===== src/rtl/multicycle_controller.sv =====
// Multicycle CPU sequencing FSM: shares one memory port between fetch and data
// access, stalls on memReady, counts retired instructions, flags illegal opcodes.
module multicycle_controller #(
   parameter int CNT_W = 32
) (
   input  logic             clk,
   input  logic             reset,
   input  logic [3:0]       op,
   input  logic             zero,
   input  logic             memReady,
   output logic             pcWrite,
   output logic             irWrite,
   output logic             iorD,
   output logic             memRead,
   output logic             memWrite,
   output logic             regWrite,
   output logic [1:0]       regDst,
   output logic [1:0]       memToReg,
   output logic             aluSrcA,
   output logic [1:0]       aluSrcB,
   output logic [2:0]       aluCtrl,
   output logic [1:0]       pcSrc,
   output logic             halted,
   output logic             illegal,
   output logic [3:0]       state,
   output logic [CNT_W-1:0] retired
);

   typedef enum logic [3:0] {
      FETCH    = 4'd0,
      DECODE   = 4'd1,
      MEMADDR  = 4'd2,
      MEMREAD  = 4'd3,
      MEMWB    = 4'd4,
      MEMWRITE = 4'd5,
      EXEC     = 4'd6,
      ALUWB    = 4'd7,
      BRANCH   = 4'd8,
      JUMP     = 4'd9,
      HALT     = 4'd10
   } state_t;

   localparam logic [3:0] OP_ADDI = 4'b0101;
   localparam logic [3:0] OP_SW   = 4'b0111;
   localparam logic [3:0] OP_BEQ  = 4'b1000;
   localparam logic [3:0] OP_BNE  = 4'b1001;
   localparam logic [3:0] OP_JAL  = 4'b1011;

   localparam logic [2:0] ALU_ADD = 3'b010;
   localparam logic [2:0] ALU_SUB = 3'b110;

   state_t curState, nxtState;
   logic   doRetire, setIllegal, illegalReg;
   logic   [2:0] aluOp;

   always_comb begin
      case (op)
         4'b0001: aluOp = ALU_SUB;
         4'b0010: aluOp = 3'b000;
         4'b0011: aluOp = 3'b001;
         4'b0100: aluOp = 3'b111;
         default: aluOp = ALU_ADD;
      endcase
   end

   always_ff @(posedge clk or posedge reset) begin
      if (reset) curState <= FETCH;
      else       curState <= nxtState;
   end

   always_ff @(posedge clk or posedge reset) begin
      if (reset)           illegalReg <= 1'b0;
      else if (setIllegal) illegalReg <= 1'b1;
   end

   always_ff @(posedge clk or posedge reset) begin
      if (reset)         retired <= '0;
      else if (doRetire) retired <= retired + 1'b1;
   end

   always_comb begin
      nxtState   = curState;
      doRetire   = 1'b0;
      setIllegal = 1'b0;
      pcWrite    = 1'b0;
      irWrite    = 1'b0;
      iorD       = 1'b0;
      memRead    = 1'b0;
      memWrite   = 1'b0;
      regWrite   = 1'b0;
      regDst     = 2'b00;
      memToReg   = 2'b00;
      aluSrcA    = 1'b0;
      aluSrcB    = 2'b00;
      aluCtrl    = 3'b000;
      pcSrc      = 2'b00;
      case (curState)
         FETCH: begin
            memRead = 1'b1;
            aluSrcB = 2'b01;
            aluCtrl = ALU_ADD;
            if (memReady) begin
               irWrite  = 1'b1;
               pcWrite  = 1'b1;
               nxtState = DECODE;
            end
         end
         DECODE: begin
            // ALUOut picks up PC+4 + (imm<<2) for a possible branch
            aluSrcB = 2'b11;
            aluCtrl = ALU_ADD;
            case (op)
               4'b0000, 4'b0001, 4'b0010, 4'b0011, 4'b0100, 4'b0101: nxtState = EXEC;
               4'b0110, 4'b0111: nxtState = MEMADDR;
               4'b1000, 4'b1001: nxtState = BRANCH;
               4'b1010, 4'b1011: nxtState = JUMP;
               4'b1111:          nxtState = HALT;
               default: begin
                  nxtState   = FETCH;
                  setIllegal = 1'b1;
               end
            endcase
         end
         EXEC: begin
            aluSrcA  = 1'b1;
            aluSrcB  = (op == OP_ADDI) ? 2'b10 : 2'b00;
            aluCtrl  = aluOp;
            nxtState = ALUWB;
         end
         ALUWB: begin
            regWrite = 1'b1;
            regDst   = (op == OP_ADDI) ? 2'b00 : 2'b01;
            doRetire = 1'b1;
            nxtState = FETCH;
         end
         MEMADDR: begin
            aluSrcA  = 1'b1;
            aluSrcB  = 2'b10;
            aluCtrl  = ALU_ADD;
            nxtState = (op == OP_SW) ? MEMWRITE : MEMREAD;
         end
         MEMREAD: begin
            memRead = 1'b1;
            iorD    = 1'b1;
            if (memReady) nxtState = MEMWB;
         end
         MEMWB: begin
            regWrite = 1'b1;
            memToReg = 2'b01;
            doRetire = 1'b1;
            nxtState = FETCH;
         end
         MEMWRITE: begin
            memWrite = 1'b1;
            iorD     = 1'b1;
            if (memReady) begin
               doRetire = 1'b1;
               nxtState = FETCH;
            end
         end
         BRANCH: begin
            aluSrcA  = 1'b1;
            aluCtrl  = ALU_SUB;
            pcSrc    = 2'b01;
            pcWrite  = ((op == OP_BEQ) & zero) | ((op == OP_BNE) & ~zero);
            doRetire = 1'b1;
            nxtState = FETCH;
         end
         JUMP: begin
            pcSrc   = 2'b10;
            pcWrite = 1'b1;
            if (op == OP_JAL) begin
               regWrite = 1'b1;
               regDst   = 2'b10;
               memToReg = 2'b10;
            end
            doRetire = 1'b1;
            nxtState = FETCH;
         end
         HALT: nxtState = HALT;
         default: nxtState = FETCH;
      endcase
      // Keep the datapath quiet for the whole time reset is held
      if (reset) begin
         pcWrite  = 1'b0;
         irWrite  = 1'b0;
         iorD     = 1'b0;
         memRead  = 1'b0;
         memWrite = 1'b0;
         regWrite = 1'b0;
         regDst   = 2'b00;
         memToReg = 2'b00;
         aluSrcA  = 1'b0;
         aluSrcB  = 2'b00;
         aluCtrl  = 3'b000;
         pcSrc    = 2'b00;
      end
   end

   assign halted  = (curState == HALT) & ~reset;
   assign illegal = illegalReg;
   assign state   = curState;

endmodule


===== config.mk =====
export PLATFORM = sky130hd
export DESIGN_NAME = multicycle_controller
export DESIGN_NICKNAME = d
export VERILOG_FILES = /design/src/rtl/multicycle_controller.sv
export SDC_FILE = /design/constraint.sdc
export NUM_CORES = 1
export LEC_CHECK = 0
export BUFFER_PORTS_ARGS = -buffer_cell sky130_fd_sc_hd__buf_2
export CORE_ASPECT_RATIO = 1.2
export CORE_MARGIN = 2
export CORE_UTILIZATION = 50
export CTS_BUF_LIST = sky130_fd_sc_hd__clkbuf_4
export DETAILED_ROUTE_END_ITERATION = 10
export PLACE_DENSITY = 0.87
export SLEW_MARGIN = 20
export SYNTH_ARGS = -nofsm -noshare
export SYNTH_HDL_FRONTEND = slang
export SYNTH_SLANG_ARGS = --single-unit

===== constraint.sdc =====
create_clock -name clk -period 3.07 [get_ports clk]
set_clock_uncertainty 0.1 [all_clocks]
set_input_delay 0.1535 -clock clk [delete_from_list [all_inputs] [get_ports clk]]
set_output_delay 0.1535 -clock clk [all_outputs]
set_load 0.03 [all_outputs]

==> run summary <==
final setup fails - 0
top cells by count, synth - dfrtp_1 (37), xnor2_1 (24), nor2_1 (21)
Crit. End Element - primary output
htree depth - 2
max-cap check violation count - 0
Synth cell types - 42
Tmin final - 2580 ps
Area Growth Syn to Fin - 20.6%
most frequent cell after synthesis - dfrtp_1
CTS tree - built
Sink Count - 37
Core Rows - 26
Die Height - 76.3 um
Finished Core Util - 62.1%
die width - 64.3 um
Crit path max-delay family - flip-flops
n_diodes - 0
Clk pwr share - 22.9%
r2r startpoint - state[3]
CP peak stage delay - 710 ps
register area - 926 um2
Final Hold Vio Count - 0
DP HPWL - 3840 um
number of global-route vias before repair - 1839
part of the cycle the worst path needs - 84.0%
WP data required - 2820 ps
fillers - 369
post-synth top area share - 42.5%
Hold Path Class - input pin to flop
worst hold stages - 3
Worst Tran Pin Value - 738 ps
Final Slew Violations - 0
FF-to-FF path depth - 5
Ys Warns - 0
crit path from - state[3]
Final ANT Viol Nets - 0
WL final - 5320 um
vias per inst - 5.86
P_leak - 1.23 nW
CP arrival - 2320 ps
ranking of synthesized cells by area - dfrtp_1 (42%), xnor2_1 (9.6%), nand4_1 (4.6%)
first-pass iteration count of the detailed router - 4
drt initial violations - 257
final instance area - 2630 um2
Max IR drop VDD - 0.000421 V
DRC viols - 0
I/O pins - 64
Worst slew margin - 50.7%
CP Launch Type - flop
GRT Util Overall - 22.4%
Seq/Total Area, Yosys - 42.5%
most common flop cell mapped by yosys - dfrtp_1
CTS root buffer - clkbuf_4
area leader, netlist - dfrtp_1
Switching Share - 43.4%
Starting Density - 51.5%
#FFs+latches synth - 37
WL per Instance - 15.0 um
fmax - 388 MHz
Power Dens Cells - 711 nW/um2
GRT overflow - 0
Post-Syn Instances - 239
number of enable flip-flop cells after synthesis - 0
slowest CP cell - dfrtp_1
Internal - 1.06 mW
hold path startpoint - op[2]
sw power - 812 uW
Comb pwr share - 39.3%
RSZ-0062 raised after global routing - no
RePlAce Congestion - 0.949
clk_lat worst skew - 350 ps
largest net degree at the start of global routing - 39
post-synthesis async set-or-reset flop share - 100%
CTS max path bufs - 2
global-route wire length before repair - 8770 um
vias - 2075
post-cts sizing count - 0
share of cells above drive strength 1 - 26.5%
Worst Path Buf+Inv - 1
Avg Inst Size Synth - 9.12 um2
outcome - complete, no violations
CP Depth - 5
Post-Route Setup TNS - 0 ps
placed inst area - 2510 um2
Net count, final - 306
crit path kind - flop to primary output
core area - 4230 um2
number of buffers created by CTS - 5
Die Area - 4910 um2
initial antenna violation count - 0
post-synthesis cell area - 2180 um2
IO buf count - 63
post-synthesis net count - 248
critical path, cell by cell - nand2b_1 -> nor3_1 -> nand4_1 -> a2111oi_0 -> buf_2
Post CTS Setup Buffer Count - 0
multi-input logic area - 1180 um2
Seq pwr share - 37.8%
Hold-fix buffers, CTS - 1
CP max FO - 19
Clk pin slew, worst setup/hold paths - 120 ps
==> cells in the final DEF (no fill, tap or decap), types with 2 or more instances in the layout <==
cell type / count
nor2b_1: 2
bufinv_16: 2
a22oi_1: 2
nand2_1: 20
xor2_1: 9
inv_1: 4
and4_1: 2
or3_1: 3
xnor2_1: 24
a2111oi_0: 3
clkbuf_4: 5
a211oi_1: 2
nand3_1: 15
o21ai_0: 7
dfrtp_1: 37
a21oi_1: 7
mux2_2: 2
nand4_1: 16
o21bai_1: 2
buf_2: 63
nor3_1: 7
nand2b_1: 4
and3_1: 8
nor2_1: 21
nor4_1: 11
==> worst reg2reg max path: stages, from the launching register on <==
cell and delay [ps]:
dfrtp_1 600, nand2b_4 250, or3b_1 450, a211oi_2 650, nand3_1 210, xnor2_1 180
==> metal layers <==
| layer | global-route usage (%) | vias up | share of wire, % |
|---|---|---|---|
| li1 | - | 979 | - |
| met1 | 29.5 | 960 | 42 |
| met2 | 35.3 | 123 | 47 |
| met3 | 3.99 | 13 | 8.5 |
| met4 | 11.1 | 0 | 2.4 |
| met5 | 0 | - | 0 |
==> state kept, by name, summed over array words and instances (netlist names) <==
register / cells
retired: 32
state: 4
illegal: 1
==> per-stage QoR <==
step | hold slack (ps) | power [mW] | instances | worst slack, ps
after floorplan | 251 | 1.25 | 239 | 106
after global placement | 317 | 1.43 | 345 | 653
after detailed placement | 336 | 1.45 | 345 | 541
after CTS | 58.5 | 1.88 | 354 | 509
after global routing | 65.6 | 1.97 | 354 | 212
final | 59.3 | 1.87 | 354 | 492
==> cell type report <==
class	instances	area share, %
clock buffers	5	1.43
clock inverters	3	2.62
inverters	4	0.571
multi-input cells	184	44.8
flip-flops and latches	37	35.2
well taps	56	2.67
repair buffers	65	12.7
==> final timing paths <==
path,end,slack (ps)
min in group asynchronous,state[3],480
max in group asynchronous,retired[18],2040
worst min register to register,retired[31],380
worst max register to register,retired[25],520
worst min-delay path,illegal,60
worst max-delay path,pcWrite,490
==> power by group through the flow <==
| stage | clock network (mW) | logic [mW] | registers, mW |
|---|---|---|---|
| 6_report | 0.427 | 0.734 | 0.707 |
| 5_1_grt | 0.457 | 0.795 | 0.722 |
| 4_1_cts | 0.435 | 0.738 | 0.703 |
| 3_5_place_dp | 0 | 0.735 | 0.712 |
| 3_3_place_gp | 0 | 0.723 | 0.707 |
| 2_1_floorplan | 0 | 0.473 | 0.779 |
==> cells by family (layout without fill, tap and decap cells) <==
group / Yosys count / in the layout / share of synthesized area (%)
adder cells (fa/ha/maj): 1 / 1 / 0.574
multiplexers: 2 / 2 / 1.03
AND/OR/NAND/NOR: 117 / 117 / 29.0
buffers and inverters: 18 / 77 / 3.50
flip-flops: 37 / 37 / 42.5
XOR/XNOR: 34 / 34 / 14.0
AO/OA/AOI/OAI: 30 / 30 / 9.41
Power figures use the tool's default switching activity.
